==> src/rtl/control_unit.sv <==
`default_nettype none
// control_unit: main/ALU decode, condition evaluation against stored NZCV,
// and the sticky undefined-instruction flag for the single-cycle ARM-subset core.
module control_unit (
  input  logic        clk,
  input  logic        reset,
  input  logic [19:0] Instr,
  input  logic [3:0]  ALUFlags,
  output logic        PCSrc,
  output logic        RegWrite,
  output logic        MemWrite,
  output logic        MemtoReg,
  output logic        ALUSrc,
  output logic [1:0]  ImmSrc,
  output logic [1:0]  RegSrc,
  output logic [1:0]  ALUControl,
  output logic        Undef
);

  logic [3:0] cond;
  logic [1:0] op;
  logic [5:0] funct;
  logic [3:0] rd;
  logic [3:0] cmd;
  logic       s_bit;
  logic       unused_rn;

  assign cond      = Instr[19:16];
  assign op        = Instr[15:14];
  assign funct     = Instr[13:8];
  assign rd        = Instr[3:0];
  assign cmd       = funct[4:1];
  assign s_bit     = funct[0];
  assign unused_rn = ^Instr[7:4];

  logic       reg_w;
  logic       mem_w;
  logic       branch;
  logic       undef_instr;
  logic [1:0] flag_w;
  logic [1:0] flags_nz;
  logic [1:0] flags_cv;
  logic       undef_q;
  logic       cond_ex;
  logic       pcs;

  always_comb begin
    reg_w       = 1'b0;
    mem_w       = 1'b0;
    branch      = 1'b0;
    MemtoReg    = 1'b0;
    ALUSrc      = 1'b0;
    ImmSrc      = 2'b00;
    RegSrc      = 2'b00;
    ALUControl  = 2'b00;
    flag_w      = 2'b00;
    undef_instr = 1'b0;
    case (op)
      2'b00: begin
        reg_w  = 1'b1;
        ALUSrc = funct[5];
        case (cmd)
          4'b0100: begin ALUControl = 2'b00; flag_w = {s_bit, s_bit}; end
          4'b0010: begin ALUControl = 2'b01; flag_w = {s_bit, s_bit}; end
          4'b0000: begin ALUControl = 2'b10; flag_w = {s_bit, 1'b0};  end
          4'b1100: begin ALUControl = 2'b11; flag_w = {s_bit, 1'b0};  end
          4'b1010: begin
            ALUControl  = 2'b01;
            reg_w       = 1'b0;
            flag_w      = 2'b11;
            undef_instr = ~s_bit;
          end
          default: undef_instr = 1'b1;
        endcase
        // Undefined data-processing encodings must look exactly like Op=11
        if (undef_instr) begin
          reg_w      = 1'b0;
          ALUSrc     = 1'b0;
          ALUControl = 2'b00;
          flag_w     = 2'b00;
        end
      end
      2'b01: begin
        ALUSrc     = 1'b1;
        ImmSrc     = 2'b01;
        ALUControl = funct[3] ? 2'b00 : 2'b01;
        if (funct[0]) begin
          reg_w    = 1'b1;
          MemtoReg = 1'b1;
        end else begin
          mem_w  = 1'b1;
          RegSrc = 2'b10;
        end
      end
      2'b10: begin
        branch = 1'b1;
        ALUSrc = 1'b1;
        ImmSrc = 2'b10;
        RegSrc = 2'b01;
      end
      default: undef_instr = 1'b1;
    endcase
  end

  logic n_f, z_f, c_f, v_f;
  assign {n_f, z_f} = flags_nz;
  assign {c_f, v_f} = flags_cv;

  always_comb begin
    cond_ex = 1'b0;
    case (cond)
      4'b0000: cond_ex = z_f;
      4'b0001: cond_ex = ~z_f;
      4'b0010: cond_ex = c_f;
      4'b0011: cond_ex = ~c_f;
      4'b0100: cond_ex = n_f;
      4'b0101: cond_ex = ~n_f;
      4'b0110: cond_ex = v_f;
      4'b0111: cond_ex = ~v_f;
      4'b1000: cond_ex = c_f & ~z_f;
      4'b1001: cond_ex = ~c_f | z_f;
      4'b1010: cond_ex = (n_f == v_f);
      4'b1011: cond_ex = (n_f != v_f);
      4'b1100: cond_ex = ~z_f & (n_f == v_f);
      4'b1101: cond_ex = z_f | (n_f != v_f);
      4'b1110: cond_ex = 1'b1;
      default: cond_ex = 1'b0;
    endcase
  end

  assign pcs      = branch | (reg_w & (rd == 4'hF));
  assign PCSrc    = pcs   & cond_ex & ~reset;
  assign RegWrite = reg_w & cond_ex & ~reset;
  assign MemWrite = mem_w & cond_ex & ~reset;
  assign Undef    = undef_q;

  always_ff @(posedge clk or posedge reset) begin
    if (reset) begin
      flags_nz <= 2'b00;
      flags_cv <= 2'b00;
      undef_q  <= 1'b0;
    end else begin
      if (flag_w[1] & cond_ex) flags_nz <= ALUFlags[3:2];
      if (flag_w[0] & cond_ex) flags_cv <= ALUFlags[1:0];
      if (undef_instr)         undef_q  <= 1'b1;
    end
  end

endmodule
`default_nettype wire
==> config.mk <==
export PLATFORM = sky130hd
export DESIGN_NAME = control_unit
export DESIGN_NICKNAME = d
export VERILOG_FILES = /design/src/rtl/control_unit.sv
export SDC_FILE = /design/constraint.sdc
export NUM_CORES = 1
export LEC_CHECK = 0
export BUFFER_PORTS_ARGS = -buffer_cell sky130_fd_sc_hd__buf_4
export CAP_MARGIN = 25
export CORE_MARGIN = 3
export CORE_UTILIZATION = 42
export CTS_CLUSTER_SIZE = 40
export DETAILED_ROUTE_END_ITERATION = 7
export PLACE_DENSITY = 0.78
export SYNTH_ARGS = -nofsm -noshare
export SYNTH_HDL_FRONTEND = slang
export SYNTH_SLANG_ARGS = --single-unit
==> constraint.sdc <==
create_clock -name clk -period 2.5 [get_ports clk]
set_input_delay 0.5 -clock clk [delete_from_list [all_inputs] [get_ports clk]]
set_output_delay 0.5 -clock clk [all_outputs]
set_load 0.01 [all_outputs]
==> reports/qor_table.md <==
| Stage | Item | Value |
|---|---|---|
| clocking | TritonCTS clock tree | built |
| sta | Shortest clock period the worst path allows after layout | 2.34 ns |
| synthesis | Most numerous cell in the Yosys netlist | sky130_fd_sc_hd__nor2_1 |
| synthesis | Mapped Nets | 110 |
| synthesis | Async set-or-reset flop fraction in the synthesized netlist | 100% |
| clocking | Number of clock sinks | 5 |
| worst setup path | Flop-to-flop setup slack | 0.52 ns |
| route | Detailed-route wire length per cell | 11.8 um |
| global route | Number of antenna violations at the first check in global routing | 0 |
| floorplanning | Initial core utilization | 46.6% |
| flow run | Number of max-capacitance violations reported | 0 |
| sta | Worst-case hold slack | 0.178 ns |
| clocking | CTS root buf | sky130_fd_sc_hd__clkbuf_4 |
| synthesis | Sequential fraction of the synthesis area | 19.9% |
| power and ir drop | Clk network pwr share | 23.8% |
| synthesis | Main area contributors after synthesis | sky130_fd_sc_hd__dfrtp_1 20%, sky130_fd_sc_hd__mux2_2 8.9%, sky130_fd_sc_hd__ha_1 8.0% |
| worst setup path | Endpoint of the most critical setup path | RegWrite |
| global route | Total global routing track utilization | 17.1% |
| synthesis | Leading register cell type out of synthesis | sky130_fd_sc_hd__dfrtp_1 |
| floorplanning | Core area | 1350 um^2 |
| worst setup path | Worst-path fanout max | 5 |
| worst setup path | Kind of cell adding the most delay to the critical path | compound AO/OA/AOI/OAI gates |
| power and ir drop | VDD IR max | 0.000324 V |
| synthesis | Number of warnings reported in the yosys synthesis log | 0 |
| floorplanning | Number of ports placed on the die boundary | 38 |
| route | Total length of routed wires | 1560 um |
| clocking | Max Root-Sink Buffers | 2 |
| synthesis | Number of flops mapped to enable cells by yosys | 0 |
| floorplanning | Row count | 13 |
| sta | Slew Limit Fails | 0 |
| power and ir drop | LEAKAGE | 0.432 nW |
| clocking | H-Tree Depth | 1 |
| sta | Final setup violating endpoints | 0 |
| worst setup path | Class of the most critical setup path | flip-flop to primary output |
| synthesis | Synth top cells by count | 9 x sky130_fd_sc_hd__nor2_1, 6 x sky130_fd_sc_hd__nand2b_1, 6 x sky130_fd_sc_hd__nor2b_1 |
| floorplanning | Overall die area | 2000 um^2 |
| worst setup path | Startpoint kind of the worst setup timing path | flip-flop |
| power and ir drop | Total Power Consumption | 0.000395 W |
| synthesis | Post-synth top area cell | sky130_fd_sc_hd__dfrtp_1 |
| power and ir drop | Sw power | 0.000135 W |
| worst setup path | Kind of end point of the critical path | primary output |
| power and ir drop | Power share of the combinational group | 43.7% |
| worst setup path | Reg-to-reg critical path endpoint | flags_nz[1] |
| cells and area | Share of post-route cells with drive strength above 1 | 41.9% |
| global route | Remaining global-route overflow | 0 |
| placed design | RePlAce Congestion | 0.735 |
| sta | Slew at the pin closest to its max-slew limit | 0.254 ns |
| route | Number of design-rule violations left by the first detailed-router iteration | 16 |
| worst setup path | Signal arrival time at the worst endpoint | 1.84 ns |
| floorplanning | Die outline width | 44.7 um |
| cells and area | Final Instance Count excl. Fillers | 132 |
| cells and area | Area added between synthesis and finish | 47.9% |
| synthesis | Yosys top cell area share | 19.9% |
| synthesis | Cell count after synthesis | 80 |
| placed design | Half-perimeter wire length after detailed placement | 1290 um |
| route | Post-DRT Antenna Nets | 0 |
| hold path | Type of the tightest min-delay check | input pin to async pin |
| worst setup path | Req. time, crit path | 2.00 ns |
| worst setup path | Worst setup path start | flags_cv[0] |
| sta | Largest clock skew in the final design | 0.000731 ns |
| sta | Final Cycle Share | 93.6% |
| worst setup path | Worst flop-to-flop path startpoint | flags_cv[0] |
| sta | Upper clock frequency limit | 0.427 GHz |
| route | Count of vias placed by the detailed router | 689 |
| clocking | Worst-path clk slew | 0.04 ns |
| placed design | I/O Buffers | 33 |
| global route | First-pass GRT wire length | 2590 um |
| synthesis | Register bit total from synthesis | 5 |
| power and ir drop | Switching Share | 34.2% |
| cells and area | NumNets Final | 148 |
| synthesis | Mapped Avg Cell Area | 7.87 um^2 |
| floorplanning | Vertical die dimension | 44.7 um |
| outcome | Outcome | completed |
| sta | Number of failing hold endpoints at the final stage | 0 |
| worst setup path | Worst stage delay on the critical path | 0.43 ns |
| global route | Number of global-route vias before repair | 594 |
| synthesis | Count of cell types in the netlist | 31 |
| cells and area | Antenna cells | 0 |
| route | DR DRC count | 0 |
| clocking | Clock buffers created by TritonCTS | 3 |
| placed design | Number of cells after detailed placement | 126 |
| worst setup path | Bufs and invs on worst path | 1 |
| synthesis | Synthesized cell area | 629 um^2 |
| power and ir drop | Sequential share of power | 32.4% |
| worst setup path | Critical path cell sequence | xor2_1, o21ai_0, a31oi_1, a311o_1, nor2_2, nor3_1, buf_4 |
| sta | Setup TNS after final layout | 0 ns |
| worst setup path | Worst reg2reg path depth | 7 |
| route | Number of search-and-repair iterations in the first detailed-routing pass | 4 |
| clocking | Clock latency on the worst-skew pair | 0.24 ns |
| sta | Remaining max-slew budget at the tightest pin | 83.0% |
| power and ir drop | Internal | 0.000260 W |
| route | Vias per cell | 5.22 |
| worst setup path | CP max-delay cell | sky130_fd_sc_hd__dfrtp_1 |
| clocking | Post-cts hold buffer count | 0 |
| worst setup path | CP Depth | 7 |
| power and ir drop | PD cells | 425 nW/um^2 |
| global route | Maximum number of pins on one net before global-route repair | 11 |
| cells and area | Share of the core filled with cells in the final layout | 69.0% |
==> layout make-up <==
| type | count | area [um^2] |
|---|---|---|
| timing repair buffer | 36 | 270 |
| multi-input combinational | 69 | 478 |
| clock buffer | 4 | 26.3 |
| fill | 119 | 419 |
| sequential | 5 | 126 |
| tap | 15 | 18.8 |
| inverter | 3 | 11.3 |
==> layout by cell type (no fill, tap or decap), drive strengths merged <==
cell type / synthesis / layout
a211oi: 1 / 1
a21boi: 1 / 1
a21oi: 4 / 4
a311o: 1 / 1
a31oi: 4 / 4
and2: 1 / 1
buf: 3 / 36
clkbuf: 0 / 4
dfrtp: 5 / 5
ha: 4 / 4
inv: 3 / 3
mux2: 5 / 5
mux2i: 1 / 1
nand2: 3 / 3
nand2b: 6 / 6
nand3: 1 / 1
nand3b: 3 / 3
nand4: 1 / 1
nand4b: 1 / 1
nor2: 9 / 9
nor2b: 6 / 6
nor3: 2 / 2
nor3b: 2 / 2
nor4b: 1 / 1
o21ai: 7 / 7
o21bai: 1 / 1
or2: 1 / 1
xnor2: 1 / 1
xor2: 2 / 2
==> sequential cells by signal, indices dropped and copies added (netlist names) <==
signal and flops:
Undef 1, flags_cv 2, flags_nz 2
==> power by group through the flow <==
stage          logic, W  registers, W  clock network [W]
2_1_floorplan  0.000107      0.000121                  0
3_3_place_gp   0.000158      0.000129                  0
3_5_place_dp   0.000163      0.000128                  0
4_1_cts        0.000163      0.000127          0.0000994
5_1_grt        0.000193      0.000132           0.000104
6_report       0.000173      0.000128          0.0000943
==> routing by layer <==
layer	wire length (um)	GRT usage [%]
met1	652	21.9
met2	788	28.1
met3	108	2.79
met4	8	7.23
met5	0	0
==> what timing repair did <==
item | CTS | global route
setup buffers | 0 | 2
gates resized for setup | 0 | 2
setup endpoints to repair | 0 | 3
endpoints found under the hold margin | 0 | 0
==> cell families (layout without fill, tap and decap cells) <==
logic type,count (synthesis),after routing,synth area share (%)
and+or+nand+nor,37,37,33.2
AOI/OAI and AO/OA,19,19,19.7
muxes,6,6,10.5
buffers and inverters,6,43,4.57
DFF,5,5,19.9
adders and majority gates,4,4,7.95
xor gates and xnor gates,3,3,4.18
==> worst register-to-register path: stages, from the launching register on <==
cell	delay [ns]
sky130_fd_sc_hd__dfrtp_1	0.43
sky130_fd_sc_hd__xor2_1	0.18
sky130_fd_sc_hd__o21ai_0	0.18
sky130_fd_sc_hd__a31oi_1	0.06
sky130_fd_sc_hd__a311o_1	0.34
sky130_fd_sc_hd__buf_4	0.16
sky130_fd_sc_hd__o21ai_2	0.15
sky130_fd_sc_hd__mux2_2	0.35
==> through the flow <==
stage               worst slack (ns)  instance area [um^2]
CTS                          0.00508                   912
global placement               0.198                   886
finish                         0.161                   931
detailed placement             0.179                   886
global route                 -0.0105                   931
floorplan                      0.308                   629
==> worst min path at each step <==
stage | to | slack [ns] | cells past startpoint
global placement | Undef | 0.44 | 2
floorplan | Undef | 0.28 | 1
global route | flags_cv[0] | 0.18 | 2
CTS | flags_cv[1] | 0.18 | 2
finish | flags_cv[0] | 0.18 | 2
detailed placement | flags_cv[0] | 0.44 | 2
(Power assumes the default switching activity.)
